### src/rtl/led_bank_arbiter.sv
`default_nettype none
// ============================================================================
// Module      : led_bank_arbiter
// Description : Round-robin REQ/GNT owner of the LED bank, with a minimum hold
//               time per owner and a one-cycle blank gap between owners.
//               Optional macro LED_ARB_PRIO_EN makes source 0 high priority.
// Revision    : 1.0 - initial release
// ============================================================================
module led_bank_arbiter #(
   parameter int WIDTH       = 16,
   parameter int HOLD_CYCLES = 500
) (
   input  logic             SCLK,
   input  logic             RST,
   input  logic [2:0]       REQ,
   input  logic [WIDTH-1:0] PAT0,
   input  logic [WIDTH-1:0] PAT1,
   input  logic [WIDTH-1:0] PAT2,
   output logic [2:0]       GNT,
   output logic [WIDTH-1:0] LD,
   output logic             BUSY
);

   localparam int c_hold_w = $clog2(HOLD_CYCLES + 1);
   localparam logic [c_hold_w-1:0] c_hold_max = c_hold_w'(HOLD_CYCLES);
   localparam logic [c_hold_w-1:0] c_hold_one = c_hold_w'(1);

   typedef enum logic [1:0] {
      ST_IDLE = 2'd0,
      ST_OWN  = 2'd1,
      ST_GAP  = 2'd2
   } state_t;

   state_t              r_state;
   logic [2:0]          r_gnt;
   logic [WIDTH-1:0]    r_ld;
   logic [c_hold_w-1:0] r_hold;
   logic [1:0]          r_rr_last;

   state_t              w_state_nxt;
   logic [2:0]          w_gnt_nxt;
   logic [WIDTH-1:0]    w_ld_nxt;
   logic [c_hold_w-1:0] w_hold_nxt;
   logic [1:0]          w_rr_nxt;

   logic [1:0]          w_win;
   logic [1:0]          w_own;
   logic [WIDTH-1:0]    w_win_pat;
   logic [WIDTH-1:0]    w_own_pat;
   logic                w_any;
   logic                w_own_req;
   logic                w_others;
   logic                w_hold_done;
   logic                w_preempt;

   // Search order is last+1, last+2, last (mod 3); first requester wins.
   function automatic logic [1:0] pick_rr(input logic [2:0] req,
                                          input logic [1:0] last);
      logic [1:0] c0;
      logic [1:0] c1;
      logic [1:0] c2;
      case (last)
         2'd0: begin c0 = 2'd1; c1 = 2'd2; c2 = 2'd0; end
         2'd1: begin c0 = 2'd2; c1 = 2'd0; c2 = 2'd1; end
         default: begin c0 = 2'd0; c1 = 2'd1; c2 = 2'd2; end
      endcase
      if (req[c0])
         return c0;
      else if (req[c1])
         return c1;
      else
         return c2;
   endfunction

   assign w_any = |REQ;

`ifdef LED_ARB_PRIO_EN
   assign w_win = REQ[0] ? 2'd0 : pick_rr(REQ, r_rr_last);
`else
   assign w_win = pick_rr(REQ, r_rr_last);
`endif

   always_comb begin
      case (r_gnt)
         3'b010:  w_own = 2'd1;
         3'b100:  w_own = 2'd2;
         default: w_own = 2'd0;
      endcase
   end

   always_comb begin
      case (w_win)
         2'd1:    w_win_pat = PAT1;
         2'd2:    w_win_pat = PAT2;
         default: w_win_pat = PAT0;
      endcase
   end

   always_comb begin
      case (w_own)
         2'd1:    w_own_pat = PAT1;
         2'd2:    w_own_pat = PAT2;
         default: w_own_pat = PAT0;
      endcase
   end

   assign w_own_req   = |(REQ & r_gnt);
   assign w_others    = |(REQ & ~r_gnt);
   assign w_hold_done = (r_hold == c_hold_max);

`ifdef LED_ARB_PRIO_EN
   // The high-priority owner is never pre-empted; it leaves only on release.
   assign w_preempt = w_hold_done && w_others && (w_own != 2'd0);
`else
   assign w_preempt = w_hold_done && w_others;
`endif

   always_comb begin
      w_state_nxt = r_state;
      w_gnt_nxt   = r_gnt;
      w_ld_nxt    = r_ld;
      w_hold_nxt  = r_hold;
      w_rr_nxt    = r_rr_last;
      case (r_state)
         ST_IDLE, ST_GAP: begin
            w_gnt_nxt  = 3'b000;
            w_ld_nxt   = '0;
            w_hold_nxt = '0;
            if (w_any) begin
               w_state_nxt = ST_OWN;
               w_gnt_nxt   = 3'b001 << w_win;
               w_ld_nxt    = w_win_pat;
               w_rr_nxt    = w_win;
            end else begin
               w_state_nxt = ST_IDLE;
            end
         end
         ST_OWN: begin
            if (!w_own_req || w_preempt) begin
               w_state_nxt = ST_GAP;
               w_gnt_nxt   = 3'b000;
               w_ld_nxt    = '0;
               w_hold_nxt  = '0;
            end else begin
               w_ld_nxt = w_own_pat;
               if (!w_hold_done)
                  w_hold_nxt = r_hold + c_hold_one;
            end
         end
         default: begin
            w_state_nxt = ST_IDLE;
            w_gnt_nxt   = 3'b000;
            w_ld_nxt    = '0;
            w_hold_nxt  = '0;
         end
      endcase
   end

   always_ff @(posedge SCLK) begin
      if (RST) begin
         r_state   <= ST_IDLE;
         r_gnt     <= 3'b000;
         r_ld      <= '0;
         r_hold    <= '0;
         r_rr_last <= 2'd2;
      end else begin
         r_state   <= w_state_nxt;
         r_gnt     <= w_gnt_nxt;
         r_ld      <= w_ld_nxt;
         r_hold    <= w_hold_nxt;
         r_rr_last <= w_rr_nxt;
      end
   end

   assign GNT  = r_gnt;
   assign LD   = r_ld;
   assign BUSY = (r_state != ST_IDLE);

endmodule
`default_nettype wire

### config.mk
export PLATFORM = sky130hd
export DESIGN_NAME = led_bank_arbiter
export DESIGN_NICKNAME = d
export VERILOG_FILES = /design/src/rtl/led_bank_arbiter.sv
export SDC_FILE = /design/constraint.sdc
export NUM_CORES = 1
export LEC_CHECK = 0
export ABC_CLOCK_PERIOD_IN_PS = 2950
export CAP_MARGIN = 20
export CORE_UTILIZATION = 30
export CTS_CLUSTER_SIZE = 20
export DETAILED_ROUTE_END_ITERATION = 10
export MAX_ROUTING_LAYER = met4
export PLACE_DENSITY_LB_ADDON = 0.25
export SLEW_MARGIN = 30
export SYNTH_ARGS = -nofsm -noshare
export SYNTH_HDL_FRONTEND = slang
export SYNTH_SLANG_ARGS = --single-unit
export TNS_END_PERCENT = 10
### constraint.sdc
create_clock -name SCLK -period 2.95 [get_ports SCLK]
set_clock_uncertainty 0.05 [all_clocks]
set_input_delay 0.59 -clock SCLK [delete_from_list [all_inputs] [get_ports SCLK]]
set_output_delay 0.59 -clock SCLK [all_outputs]
set_load 0.01 [all_outputs]
Word-level counts from Yosys, hierarchy flattened
Cells that the tools add are included.
{ "totals": {"wordCells": 57, "reg_bits": 32} }
{ "op_classes": {"bitwise": 4, "addsub": 1, "shifts": 1, "mux": 21, "order_cmp": 2, "eq_ne": 11, "n_reduce_logical": 12} }
{ "ops": {"columns": ["operator", "n"], "rows": [
  ["one-hot mux 16 bit (2 select lines)", 3],
  ["two-way mux 16 bit", 2],
  ["one-hot mux 2 bit (2 select lines)", 5],
  ["OR reduction 3 bit", 4],
  ["adder 9 x 1 -> 9 bit, second input constant", 1],
  ["== test 9 bit, second input constant", 1],
  ["== test 2 x 1 -> 1 bit, second input constant", 4],
  ["AND 3 bit", 2],
  ["== test 2 bit, second input constant", 3],
  ["less-than comparator 2 x 3 -> 1 bit, second input constant", 2],
  ["two-way mux 2 bit", 3],
  ["two-way mux 3 bit", 2],
  ["one-hot mux 3 bit (2 select lines)", 1],
  ["binary-select mux 1 bit (select 2 bit)", 2],
  ["zero test 2 bit", 2],
  ["== test 3 x 2 -> 1 bit, second input constant", 1],
  ["== test 3 bit, second input constant", 1],
  ["two-way mux 1 bit", 3],
  ["inverter 3 bit", 1],
  ["<< shifter 1 x 2 -> 3 bit, first input constant", 1],
  ["!= test 2 bit, second input constant", 1],
  ["AND reduction 2 bit", 1],
  ["nonzero test 2 bit", 1],
  ["OR reduction 2 bit", 1],
  ["4 further kinds", 4]
]} }

Logic depth before layout (Yosys ltp)
Gate-level depths: netlist of the first run.
{ "logic_depth": {"word_depth": 10, "depth_mapped": 11} }

Worst setup path after synthesis of the first run
Ideal clock, no wire load.
{ "synth_timing": {"path_type": "input port to flip-flop", "startpoint": "in REQ[0]", "endpoint": "reg r_ld[13] (netlist: LD[13])", "setup_slack_ns": 0.464, "required_ns": 2.827, "arrival_time_ns": 2.363, "n_path_buf": 2, "path_stages": 11, "path_cell_list": "or3b_2 a21oi_1 a31oi_1 inv_1 ha_1 clkbuf_1 clkbuf_1 a22oi_1 nand2_1 o21ai_0 o22ai_2"} }
{ "synth_between": {"elab_chain_cells": 8, "word_cells_on_any_way": 20} }
{ "synth_rtl": {"columns": ["element", "line", "text"], "rows": [
  ["from (decl)", "15", "input logic [2:0] REQ,"],
  ["binary-select mux 1 bit (select 2 bit)", "69", "else if (req[c1])"],
  ["two-way mux 1 bit (not written as such)", "69", null],
  ["two-way mux 2 bit", "69", null],
  ["two-way mux 2 bit *", "67", "if (req[c0])"],
  ["via w_win[0]", "46", "logic [1:0] w_win;"],
  ["== test 2 bit or == test 2 x 1 -> 1 bit (tied branches)", "92", "case (w_win)"],
  ["one-hot mux 16 bit (2 select lines) *", "92", null],
  ["two-way mux 16 bit *", "129", "if (w_any) begin"],
  ["one-hot mux 16 bit (2 select lines) *", "124", "case (r_state)"],
  ["to (signal assigned)", "169", "r_ld <= w_ld_nxt;"],
  ["to (decl)", "36", "logic [WIDTH-1:0] r_ld;"]
]} }
Mark *: on every way through the listed nets, which the timed path passes. The rest lies on a longest branch. The select of a mux whose other input is x is not followed.
A chain may end at the register's enable or synchronous reset.

Final worst setup path of the first run
{ "layout_timing": {"startpoint": "in REQ[2]", "endpoint": "reg r_ld[14] (netlist: LD[14])"} }
{ "layout_between": {"elab_chain_cells": 8, "word_cells_on_any_way": 20} }
{ "layout_rtl": {"columns": ["element", "line"], "rows": [
  ["binary-select mux 1 bit (select 2 bit)", "69"],
  ["two-way mux 1 bit (not written as such)", "69"],
  ["two-way mux 2 bit", "69"],
  ["two-way mux 2 bit", "67"],
  ["== test 2 bit or == test 2 x 1 -> 1 bit (tied branches)", "92"],
  ["one-hot mux 16 bit (2 select lines)", "92"],
  ["two-way mux 16 bit", "129"],
  ["one-hot mux 16 bit (2 select lines) *", "124"]
]} }
Mark *: on every way between the ends. The rest lies on a longest branch, timed or not. The select of a mux whose other input is x is not followed.

==> flow_summary.ini, run 1 <==
[place]
place_hpwl_um = 4410
place.gp.congestion = 0.762
portBuffers = 72

[yosys]
synth_seq_area_share_pct = 30.3
yosysUniqueCellTypes = 35
syn_inst = 282
yosys_warnings = 0
syn-cell-area_um2 = 2110
avgSynthCellArea_um2 = 7.49
ys_ff_latch = 32
syn-num-nets = 340

[finish]
nNetsFinal = 404
fin_util_pct = 45.1
drive_gt1_share_pct = 6.92
area_delta_synth_final_pct = 45.0
n_antenna_cell = 0

[timing]
fmax_mhz = 393
finalSetupViolCount = 0
fin_setup_tns_ps = 0
relSlewSlack_pct = 49.3
rsz0062_at_grt = no
layout_min_cycle_time_ps = 2540
hold_viol_final = 0
worstMarginPinSlew_ps = 759
drv_slew = 0
finalCritPeriodShare_pct = 86.2

[grt]
grt_max_degree = 34
grt_pass1_wl_um = 10500
track_usage_pct = 18.8
grt_pass1_vias = 2176
grt_overflow_total = 0
antenna_found_initial = 0

[job]
maxCapViolCount = 0

[power]
power_density_nw_per_um2 = 462
vdd_drop_max_mv = 0.284
leakage_nw = 1.05

[clock_tree]
root_buffer = clkbuf_8
cts_htree_levels = 2
hold_buffers = 0
cts.sinks = 32
cts_buffers = 5
cts_buffer_depth = 2
cts_tree = done
ctsResizeCount = 0
insertion_delay_ps = 290
post_cts_buffers = 0
clk_pin_slew_worst_paths_ps = 80

[detailed_routing]
post_drt_wl_per_cell_um = 14.9
routed_via_density = 5.28
dr_total_vias = 2340
postRouteAntennaNets = 0
totalWireLength_um = 6620
drt_pass1_iterations = 4
drtIter0Drc = 194
drc = 0

[critical_path]
cp.arrival_ps = 2660
critPathSlowestCell = clkdlybuf4s50_1
slowest_delay_ps = 440
cp_max_fo = 17
crit_chain = clkdlybuf4s50_1 > or3b_2 > a21oi_1 > a31oi_1 > ha_1 > buf_12 > a22oi_1 > nand2_1 > o21ai_0 > o22ai_1
crit_type = in -> reg
worstSetupEndpointType = flip-flop
start_kind = input pin
required_ps = 3070

[floorplanning]
die_width_um = 85.9
core-area_um2 = 6790
num_io_pins = 73
die-area_um2 = 7380
rows = 30
initial_utilization_pct = 31.1
chipHeight_um = 85.9

[min_path]
hold_path_class = reg -> reg

[status]
outcome = finished clean
[cells in the final DEF (no fill, tap or decap), drive strengths merged, types with 11 or more instances in the layout]
| master | count |
|---|---|
| a22oi | 16 |
| buf | 11 |
| clkdlybuf4s50 | 72 |
| dfxtp | 32 |
| inv | 13 |
| nand2 | 24 |
| nor2 | 18 |
| nor2b | 16 |
| nor3 | 20 |
| o21ai | 33 |
| o21bai | 16 |
| o22ai | 19 |
| o311ai | 17 |
[state kept, by name, summed over array words and instances, names as in the netlist]
signal	flops
r_hold	9
r_rr_last	2
r_state	2
GNT	3
LD	16
[path summary, 6_finish.rpt]
check | from | to | slack, ps | cells past startpoint
worst max-delay path | REQ[2] | LD[14]$_SDFF_PP0_ | 410 | 10
worst min-delay path | r_rr_last[0]$_SDFFE_PP0P_ | r_rr_last[0]$_SDFFE_PP0P_ | 460 | 2
worst max register to register | r_rr_last[0]$_SDFFE_PP0P_ | LD[14]$_SDFF_PP0_ | 800 | 9
worst min register to register | r_rr_last[0]$_SDFFE_PP0P_ | r_rr_last[0]$_SDFFE_PP0P_ | 460 | 2
[critical path: cells and delay by family]
kind	cells	cell delay (ps)
AO/OA/AOI/OAI	5	670
adder cells (fa/ha/maj)	1	280
buffers and inverters	2	600
AND/OR/NAND/NOR	2	530
[cell usage after synthesis]
library cell | number | share of area (%)
or3b_2 | 1 | 0.41
o311ai_0 | 17 | 7.0
o22ai_2 | 1 | 0.59
clkbuf_1 | 18 | 3.2
dfxtp_1 | 32 | 30
nand4_1 | 1 | 0.30
nand3_1 | 2 | 0.47
a222oi_1 | 1 | 0.47
o22ai_1 | 18 | 5.3
or2_2 | 1 | 0.30
nor2b_1 | 16 | 4.7
nand2_1 | 24 | 4.3
buf_1 | 1 | 0.18
a21oi_1 | 1 | 0.24
o21ai_0 | 33 | 7.8
mux2i_1 | 1 | 0.47
a311oi_1 | 1 | 0.41
buf_6 | 2 | 1.1
nand4b_1 | 1 | 0.41
a211oi_1 | 1 | 0.36
nor2_1 | 18 | 3.2
buf_2 | 3 | 0.71
or3_1 | 2 | 0.59
nor3_1 | 20 | 4.7
xor2_1 | 1 | 0.41
o21bai_1 | 16 | 5.7
nand3b_1 | 1 | 0.36
a31oi_1 | 2 | 0.59
ha_1 | 5 | 3.0
a21oi_2 | 1 | 0.41
a22oi_1 | 16 | 5.7
buf_4 | 2 | 0.71
nand2b_1 | 4 | 1.2
xnor2_1 | 5 | 2.1
inv_1 | 13 | 2.3
[power breakdown]
group | internal [mW] | switching, mW | leakage (nW)
clock network | 0.250 | 0.187 | 0.0541
registers | 0.472 | 0.0211 | 0.262
logic | 0.250 | 0.235 | 0.736
[layer usage]
metal / GRT usage [%] / up-vias / wire (um)
li1: - / 1162 / -
met1: 23.7 / 1075 / 3020
met2: 27.8 / 93 / 3060
met3: 5.97 / 10 / 426
met4: 6.97 / 0 / 113
met5: - / - / 0
[per-stage QoR]
stage	area (um^2)	instances	setup WS, ps	power (mW)	hold WS [ps]
6_report	3060	443	406	1.42	464
5_1_grt	3060	443	240	1.50	484
4_1_cts	3060	443	429	1.42	465
3_5_place_dp	2950	435	163	0.984	448
3_3_place_gp	2950	435	194	0.976	447
2_1_floorplan	2110	282	464	0.748	426
[layout make-up]
cell class              count  area (um^2)
repair buffers             83          841
flip-flops and latches     32          641
clock buffers               5         68.8
clock inverters             3         42.5
multi-input cells         211         1300
fillers                   690         3730
well taps                  96          120
inverters                  13         48.8
[cell families (layout without fill, tap and decap cells)]
group,after synthesis,count (layout),share of synthesized area (%)
AOI/OAI and AO/OA,108,108,34.6
and+or+nand+nor,91,91,21.0
buffers and inverters,39,104,8.17
DFF,32,32,30.3
xor gates and xnor gates,6,6,2.49
adders and majority gates,5,5,2.96
muxes,1,1,0.474
Power figures use the tool's default switching activity.
==> run 2, diff against run 1 <==
--- a/config.mk
+++ b/config.mk
@@ -7,7 +7,7 @@
 export LEC_CHECK = 0
 export ABC_CLOCK_PERIOD_IN_PS = 2950
 export CAP_MARGIN = 20
-export CORE_UTILIZATION = 30
+export CORE_UTILIZATION = 46
 export CTS_CLUSTER_SIZE = 20
 export DETAILED_ROUTE_END_ITERATION = 10
 export MAX_ROUTING_LAYER = met4
==> flow_summary.ini, run 2 (synthesis gave the netlist of run 1 again) <==
[clock_tree]
root_buffer = clkbuf_8
clk_pin_slew_worst_paths_ps = 60
hold_buffers = 0
cts.sinks = 32
insertion_delay_ps = 290
cts_tree = done
cts_buffers = 5
ctsResizeCount = 0
post_cts_buffers = 0
cts_htree_levels = 2
cts_buffer_depth = 2

[critical_path]
r2r_slack_ps = 860
crit_type = in -> reg
start_kind = input pin
crit_chain = clkdlybuf4s50_1 > or3b_2 > a21oi_1 > a31oi_1 > ha_1 > buf_12 > a22oi_1 > nand2_1 > o21ai_0 > o22ai_2
critPathSlowestCell = or3b_2
cp.arrival_ps = 2610
cp_top_family = compound AO/OA/AOI/OAI gates
slowest_delay_ps = 460
worstSetupEndpointType = flip-flop
cp_max_fo = 17
crit_buf_inv = 2
required_ps = 3060

[finish]
n_antenna_cell = 0
nNetsFinal = 405
largest_register_ffs = 16
area_delta_synth_final_pct = 41.7
layout_commonest_cell = clkdlybuf4s50_1
layout.cells.non_filler = 400
final_cell_mix = clkdlybuf4s50_1, o21ai_0, dfxtp_1
num-fill-cells = 374
drive_gt1_share_pct = 6.61
fin_util_pct = 68.3

[place]
dp.cells = 392
place_hpwl_um = 3980
place.gp.congestion = 0.826
portBuffers = 72

[floorplanning]
num_io_pins = 73
core-area_um2 = 4380
die-area_um2 = 4870
chipHeight_um = 69.8
rows = 24
die_width_um = 69.8
initial_utilization_pct = 48.2

[power]
vdd_drop_max_mv = 0.184
p_sw_uw = 417
clkPwrFrac_pct = 26.6
totalPowerFinal_mw = 1.33
pwr-share-comb_pct = 36.5
swShare_pct = 31.2
leakage_nw = 1.05
seq_power_share_pct = 36.9
power_density_nw_per_um2 = 445
p_int_uw = 917

[timing]
finalSetupViolCount = 0
hold_viol_final = 0
rsz0062_at_grt = no
fmax_mhz = 399
finalCritPeriodShare_pct = 84.9
layout_min_cycle_time_ps = 2500
fin_setup_tns_ps = 0
drv_slew = 0
worstMarginPinSlew_ps = 727
hold_ws_ps = 465
relSlewSlack_pct = 51.5

[job]
maxCapViolCount = 0

[detailed_routing]
routed_via_density = 5.88
drtIter0Drc = 146
drt_pass1_iterations = 4
drc = 0
post_drt_wl_per_cell_um = 14.8
dr_total_vias = 2350
postRouteAntennaNets = 0
totalWireLength_um = 5940

[min_path]
hold_path_class = reg -> reg

[grt]
antenna_found_initial = 0
grt_pass1_wl_um = 9900
track_usage_pct = 25.7
grt_overflow_total = 0
grt_pass1_vias = 2263
grt_max_degree = 35

[status]
outcome = finished clean
==> run 2: metal layers <==
metal  track usage [%]  share of wire (%)  vias up
li1                  -                  -     1159
met1              30.0                 43     1083
met2              41.9                 48      100
met3              4.80                7.4        8
met4              13.1                1.5        0
met5                 -                  0        -
==> run 2: cell type report <==
| type | count | area (um^2) | share of cell area [%] |
|---|---|---|---|
| timing repair buffer | 84 | 848 | 28.3 |
| multi-input combinational | 211 | 1300 | 43.5 |
| inverter | 13 | 48.8 | 1.63 |
| sequential | 32 | 641 | 21.4 |
| tap | 52 | 65.1 | 2.17 |
| clock buffer | 8 | 90.1 | 3.01 |
==> run 2: metrics by stage <==
| stage | worst slack, ps | instance area [um^2] |
|---|---|---|
| 4_1_cts | 459 | 3000 |
| 2_1_floorplan | 464 | 2110 |
| 3_5_place_dp | 156 | 2910 |
| 5_1_grt | 280 | 3000 |
| 3_3_place_gp | 213 | 2900 |
| 6_report | 446 | 3000 |
==> run 2: worst register-to-register path, stage by stage (launching register included) <==
cell	delay (ps)
dfxtp_1	330
or3b_2	440
a21oi_1	150
a31oi_1	100
ha_1	280
buf_12	160
a22oi_1	190
nand2_1	80
o21ai_0	100
o22ai_2	90
==> run 2: path summary, 6_finish.rpt <==
| path | start | endpoint | depth (start not counted) |
|---|---|---|---|
| worst max-delay path | REQ[0] | LD[13]$_SDFF_PP0_ | 10 |
| worst min-delay path | r_hold[3]$_SDFFE_PP0N_ | r_hold[3]$_SDFFE_PP0N_ | 2 |
| worst max register to register | r_rr_last[0]$_SDFFE_PP0P_ | LD[13]$_SDFF_PP0_ | 9 |
| worst min register to register | r_hold[3]$_SDFFE_PP0N_ | r_hold[3]$_SDFFE_PP0N_ | 2 |
==> run 2: power by group through the flow <==
stage	clock (mW)	sequential [mW]	combinational, mW
after global routing	0.375	0.496	0.531
after floorplan	0	0.512	0.236
after global placement	0	0.501	0.470
final	0.355	0.492	0.487
after detailed placement	0	0.500	0.483
after CTS	0.363	0.491	0.484
